### config.mk
export PLATFORM = sky130hd
export DESIGN_NAME = drum_voice_mixer
export DESIGN_NICKNAME = d
export VERILOG_FILES = /design/src/rtl/drum_pkg.sv /design/src/rtl/drum_voice.sv /design/src/rtl/drum_voice_mixer.sv
export SDC_FILE = /design/constraint.sdc
export NUM_CORES = 1
export LEC_CHECK = 0
export CORE_AREA = 3 3 157 121
export DETAILED_ROUTE_END_ITERATION = 8
export DIE_AREA = 0 0 160 124
export PLACE_DENSITY = 0.69
export RECOVER_POWER = 25
export SLEW_MARGIN = 20
export SYNTH_ARGS = -nofsm -noshare
export SYNTH_HDL_FRONTEND = slang
export SYNTH_SLANG_ARGS = --single-unit
### constraint.sdc
create_clock -name clk -period 4.4 [get_ports clk]
set_input_delay 0.88 -clock clk [delete_from_list [all_inputs] [get_ports clk]]
set_output_delay 0.88 -clock clk [all_outputs]
set_load 0.02 [all_outputs]
### src/rtl/drum_pkg.sv
// drum_pkg: shared types and constants for the drum mixer
// Optional per-voice gain is enabled by DRUM_MIX_GAIN_EN
package drum_pkg;

  localparam int DEF_SAMPLE_W = 8;
  localparam logic [DEF_SAMPLE_W-1:0] SILENCE =
    DEF_SAMPLE_W'(1 << (DEF_SAMPLE_W - 1));

  typedef enum logic {
    VOICE_IDLE = 1'b0,
    VOICE_PLAY = 1'b1
  } voice_state_t;

  localparam int CYMBAL = 0;
  localparam int HIHAT  = 1;
  localparam int TOM    = 2;
  localparam int SNARE  = 3;
  localparam int KICK   = 4;

endpackage

### src/rtl/drum_voice.sv
// drum_voice: one playback voice, IDLE/PLAY FSM plus ROM address
// Trigger restarts the sample and wins over tick and end-of-sample
module drum_voice
  import drum_pkg::*;
#(
  parameter int ADDR_W = 12
) (
  input  logic              clk,
  input  logic              rst_n,
  input  logic              sample_tick,
  input  logic              trig,
  input  logic [ADDR_W-1:0] last,
  output logic [ADDR_W-1:0] addr,
  output logic              active
);

  voice_state_t      state_q, state_d;
  logic [ADDR_W-1:0] addr_q, addr_d;

  // State and address registers
  always_ff @(posedge clk) begin
    if (!rst_n) begin
      state_q <= VOICE_IDLE;
      addr_q  <= '0;
    end else begin
      state_q <= state_d;
      addr_q  <= addr_d;
    end
  end

  // Next state: trigger, then end-of-sample, then advance, else hold
  always_comb begin
    state_d = state_q;
    addr_d  = addr_q;
    if (trig) begin
      state_d = VOICE_PLAY;
      addr_d  = '0;
    end else if (state_q == VOICE_PLAY && sample_tick) begin
      if (addr_q == last) begin
        state_d = VOICE_IDLE;
        addr_d  = '0;
      end else begin
        addr_d = addr_q + 1'b1;
      end
    end
  end

  assign addr   = addr_q;
  assign active = (state_q == VOICE_PLAY);

endmodule

### src/rtl/drum_voice_mixer.sv
// drum_voice_mixer: NUM_VOICES polyphonic sample voices, saturating mix
// Optional per-voice shift gain is enabled by DRUM_MIX_GAIN_EN
module drum_voice_mixer
  import drum_pkg::*;
#(
  parameter int NUM_VOICES = 5,
  parameter int SAMPLE_W   = 8,
  parameter int ADDR_W     = 12
) (
  input  logic                           clk,
  input  logic                           rst_n,
  input  logic                           sample_tick,
  input  logic [NUM_VOICES-1:0]          trig,
  input  logic [NUM_VOICES*ADDR_W-1:0]   voice_last,
  output logic [NUM_VOICES*ADDR_W-1:0]   rom_addr,
  input  logic [NUM_VOICES*SAMPLE_W-1:0] rom_data,
  output logic [NUM_VOICES-1:0]          active,
  output logic [SAMPLE_W-1:0]            mix_out,
  output logic                           clip
`ifdef DRUM_MIX_GAIN_EN
  ,
  input  logic [NUM_VOICES*2-1:0]        voice_gain
`endif
);

  localparam int SUM_W = SAMPLE_W + $clog2(NUM_VOICES) + 1;
  localparam int MAXV  = (2 ** (SAMPLE_W - 1)) - 1;
  localparam logic signed [SUM_W-1:0] MAX_S = SUM_W'(MAXV);
  localparam logic signed [SUM_W-1:0] MIN_S = SUM_W'(-MAXV - 1);
  localparam logic [SAMPLE_W-1:0] MID =
    {1'b1, {(SAMPLE_W-1){1'b0}}};

  logic [NUM_VOICES-1:0]   active_d1;
  logic [NUM_VOICES*2-1:0] gain_d1;

  for (genvar v = 0; v < NUM_VOICES; v++) begin : g_voice
    drum_voice #(
      .ADDR_W(ADDR_W)
    ) u_voice (
      .clk        (clk),
      .rst_n      (rst_n),
      .sample_tick(sample_tick),
      .trig       (trig[v]),
      .last       (voice_last[v*ADDR_W +: ADDR_W]),
      .addr       (rom_addr[v*ADDR_W +: ADDR_W]),
      .active     (active[v])
    );
  end

  // Delay active flags to line up with registered ROM data
  always_ff @(posedge clk) begin
    if (!rst_n) active_d1 <= '0;
    else        active_d1 <= active;
  end

`ifdef DRUM_MIX_GAIN_EN
  // Gain sampled alongside active_d1 so latency is unchanged
  always_ff @(posedge clk) begin
    if (!rst_n) gain_d1 <= '0;
    else        gain_d1 <= voice_gain;
  end
`else
  assign gain_d1 = '0;
`endif

  logic signed [SAMPLE_W-1:0] contrib;
  logic signed [SUM_W-1:0]    sum;
  logic [SAMPLE_W-1:0]        clamped;
  logic                       sat;
  logic [SAMPLE_W-1:0]        mix_d;

  // Signed contributions, wide sum, clamp, back to offset-binary
  always_comb begin
    contrib = '0;
    sum     = '0;
    clamped = '0;
    sat     = 1'b0;
    for (int i = 0; i < NUM_VOICES; i++) begin
      contrib = {~rom_data[i*SAMPLE_W + SAMPLE_W - 1],
                 rom_data[i*SAMPLE_W +: SAMPLE_W-1]};
      contrib = contrib >>> gain_d1[2*i +: 2];
      if (!active_d1[i]) contrib = '0;
      sum = sum + SUM_W'(contrib);
    end
    if (sum > MAX_S) begin
      clamped = MAX_S[SAMPLE_W-1:0];
      sat     = 1'b1;
    end else if (sum < MIN_S) begin
      clamped = MIN_S[SAMPLE_W-1:0];
      sat     = 1'b1;
    end else begin
      clamped = sum[SAMPLE_W-1:0];
    end
    mix_d = {~clamped[SAMPLE_W-1], clamped[SAMPLE_W-2:0]};
  end

  // Output register to the DAC
  always_ff @(posedge clk) begin
    if (!rst_n) begin
      mix_out <= MID;
      clip    <= 1'b0;
    end else begin
      mix_out <= mix_d;
      clip    <= sat;
    end
  end

endmodule
==> flow_metrics.env <==
export IMPL_status="finished clean"
export IMPL_drtPass1Iterations=4
export IMPL_gp_congestion=0.861
export IMPL_drtIter0Drc=133
export IMPL_yosysWarnings=0
export IMPL_rsz0062_at_grt="yes"
export IMPL_finalNonFillerCells=1051
export IMPL_grt_pass1_vias=4699
export IMPL_wl_per_cell_um=14.3
export IMPL_ios=182
export IMPL_crit_top_cell="fa_1"
export IMPL_die_w_um=160
export IMPL_finalSetupTns_ns=0
export IMPL_regArea_um2=1580
export IMPL_ir_drop_mv=0.136
export IMPL_clock_latency_ns=0.34
export IMPL_cts_max_level=3
export IMPL_post_dp_cell_area_um2=7640
export IMPL_drive_gt1_share_pct=16.8
export IMPL_slew_viol_final=0
export IMPL_synth_most_common_cell="dfxtp_1"
export IMPL_arrival_ns=4.50
export IMPL_fin_crit_sh_pct=97.6
export IMPL_synthArstFlopShare_pct=0
export IMPL_syn_num_nets=742
export IMPL_final_cell_area_um2=8250
export IMPL_hold_viol_final=0
export IMPL_path_max_fanout=7
export IMPL_avgSynthCellArea_um2=8.88
export IMPL_ant_nets=0
export IMPL_ys_ff_latch=79
export IMPL_fin_crit_ns=4.29
export IMPL_grt_start_max_net_pins=20
export IMPL_clk_pin_slew_worst_paths_ns=0.07
export IMPL_die_y_um=124
export IMPL_rows=42
export IMPL_routed_wl_um=15000
export IMPL_fmax_ghz=0.233
export IMPL_grt_antenna_before_repair=0
export IMPL_ctsHoldBuffers=0
export IMPL_leakage_nw=3.34
export IMPL_synth_largest_area_cell="dfxtp_1"
export IMPL_yosys_top_cells_count="dfxtp_1 (79), nor2_1 (77), xor2_1 (67)"
export IMPL_start_kind="primary input"
export IMPL_clockRootBuffer="clkbuf_16"
export IMPL_slowest_delay_ns=0.52
export IMPL_dp_cells=1028
export IMPL_worst_slew_pin_slew_ns=0.909
export IMPL_cts_tree="yes"
export IMPL_synth_area_top_cells="dfxtp_1 (30%), xor2_1 (11%), fa_1 (9.9%)"
export IMPL_finalSetupViolCount=0
export IMPL_floorplan_initialDensity_pct=29.9
export IMPL_worst_path_buf_inv=6
export IMPL_crit_required_ns=4.61
export IMPL_slowest_stage="fa_1"
export IMPL_cts_max_path_buffers=2
export IMPL_slew_headroom_pct=39.2
export IMPL_cp_cell_sequence="buf_6, and2_4, fa_1, inv_1, fa_1, fa_1, inv_1, ha_2, inv_2, fa_2, nor2b_4, o31ai_4, buf_4, a21oi_4, a211oi_4, buf_4, o311ai_4, o21ai_1"
export IMPL_netlist_instances=591
export IMPL_synth_top_area_share_pct=30.1
export IMPL_power_density_nw_per_um2=267
export IMPL_cap_violations=0
export IMPL_nFillCells=1686
export IMPL_dp_hpwl_um=11700
export IMPL_final_net_count=955
export IMPL_cts_sink_count=79
export IMPL_synth_cell_types=44
export IMPL_cts_buffers=9
export IMPL_synth_edf_count=0
export IMPL_area_growth_synth_to_final_pct=57.2
export IMPL_grt_pass1_wl_um=24100
export IMPL_grtUsageTotal_pct=15.3
export IMPL_synth_area_um2=5250
export IMPL_synth_seq_area_share_pct=30.1
export IMPL_wl_met2_um=6830
export IMPL_vias_per_cell=4.45
export IMPL_io_buffers=181
export IMPL_met3WireLength_um=716
export IMPL_vias=4674
export IMPL_grt_overflow=0
export IMPL_wl_met1_um=7400
export IMPL_drc_errors=0
export IMPL_hp_class="reg -> reg"
export IMPL_dieArea_um2=19800
export IMPL_coreArea_um2=17600
export IMPL_dr_max_layer_used="met4"
export IMPL_cp_end_kind="register"
export IMPL_cp_top_family="adder cells"
export IMPL_antenna_cells=0
export IMPL_synth_flop_cell="dfxtp_1"
export IMPL_crit_type="in -> reg"
export IMPL_skew_ns=0.00747
export IMPL_multi_input_area_um2=3760
## through the flow
step / total power (W) / util [%] / hold slack, ns / setup WS [ns]
global placement: 0.00136 / 43.5 / 0.492 / -0.589
detailed placement: 0.00136 / 43.5 / 0.496 / -0.664
global route: 0.00232 / 47.0 / 0.523 / -0.0874
finish: 0.00220 / 47.0 / 0.497 / 0.106
CTS: 0.00221 / 46.4 / 0.496 / 0.00476
floorplan: 0.00109 / - / 0.469 / -0.0152
## flip-flops by register name, indices dropped and copies added, names as in the netlist
register                flops
g_voice.u_voice.addr       60
g_voice.u_voice.active      5
mix_out                     8
clip                        1
active_d1                   5
## area by class of cell
type / instances / share of cell area, %
multi-input cells: 456 / 45.6
repair buffers: 220 / 26.1
flip-flops and latches: 79 / 19.2
well taps: 242 / 3.67
clock buffers: 10 / 2.90
inverters: 38 / 1.73
clock inverters: 6 / 0.910
## cells in the final DEF, fill, tap and decap left out, drive strengths merged, types with 2 or more instances in the layout
cell	instances
a211oi	2
a21o	5
a21oi	10
a22oi	2
a2bb2oi	2
and2	38
and3	10
buf	40
clkbuf	15
clkdlybuf4s15	4
clkdlybuf4s50	125
dfxtp	79
dlygate4sd2	6
dlygate4sd3	32
dlymetal6s2s	8
fa	26
ha	17
inv	41
mux2i	6
nand2	40
nand2b	8
nand3	21
nand3b	5
nand4	21
nor2	77
nor2b	2
nor3	8
nor4	10
o21a	2
o21ai	7
o31ai	5
or3	4
or4	2
xnor2	52
xor2	67
## routing by layer
| metal | GRT usage (%) | vias up |
|---|---|---|
| met5 | 0 | - |
| met1 | 21.2 | 2192 |
| li1 | - | 2371 |
| met3 | 4.45 | 2 |
| met4 | 2.60 | 0 |
| met2 | 24.0 | 109 |
## where the power goes
part | total (W) | leakage (nW) | switching, W | internal [W]
logic | 0.000643 | 2.54 | 0.000287 | 0.000356
clock network | 0.000795 | 0.152 | 0.000330 | 0.000464
registers | 0.000763 | 0.642 | 0.0000172 | 0.000746
total | 0.00220 | 3.34 | 0.000634 | 0.00157
## worst paths after layout
kind / startpoint / to / slack [ns] / depth (start not counted)
hold reg to reg: g_voice[2].u_voice.active / active_d1[2] / 0.50 / 1
hold / removal: g_voice[2].u_voice.active / active_d1[2] / 0.50 / 1
setup / recovery: rom_data[33] / mix_out[0] / 0.11 / 18
setup reg to reg: active_d1[4] / mix_out[0] / 0.21 / 18
## worst reg2reg max path, cell delays in order, from the launching register on
cell and delay, ns:
dfxtp_1 0.34, buf_12 0.16, and2_4 0.16, fa_1 0.52, inv_1 0.05, fa_1 0.50
fa_1 0.41, inv_1 0.07, ha_2 0.18, inv_2 0.04, fa_2 0.38, nor2b_4 0.16
o31ai_4 0.11, buf_4 0.16, a21oi_4 0.15, a211oi_4 0.06, buf_4 0.14, o311ai_4 0.36
o21ai_1 0.13
## cell families after synthesis
family,count (synthesis),synth area share (%)
AOI/OAI and AO/OA,42,6.63
xor gates and xnor gates,119,19.9
adders and majority gates,43,14.0
buffers and inverters,56,4.65
DFF,79,30.1
muxes,6,1.38
and+or+nand+nor,246,23.4
## what timing repair did
action | CTS | global route
pin swaps | 57 | 46
endpoints found under the setup margin | 9 | 9
hold endpoints to repair | 0 | 0
resized for setup | 61 | 49
buffers inserted | 7 | 1
Power figures use the tool's default switching activity.
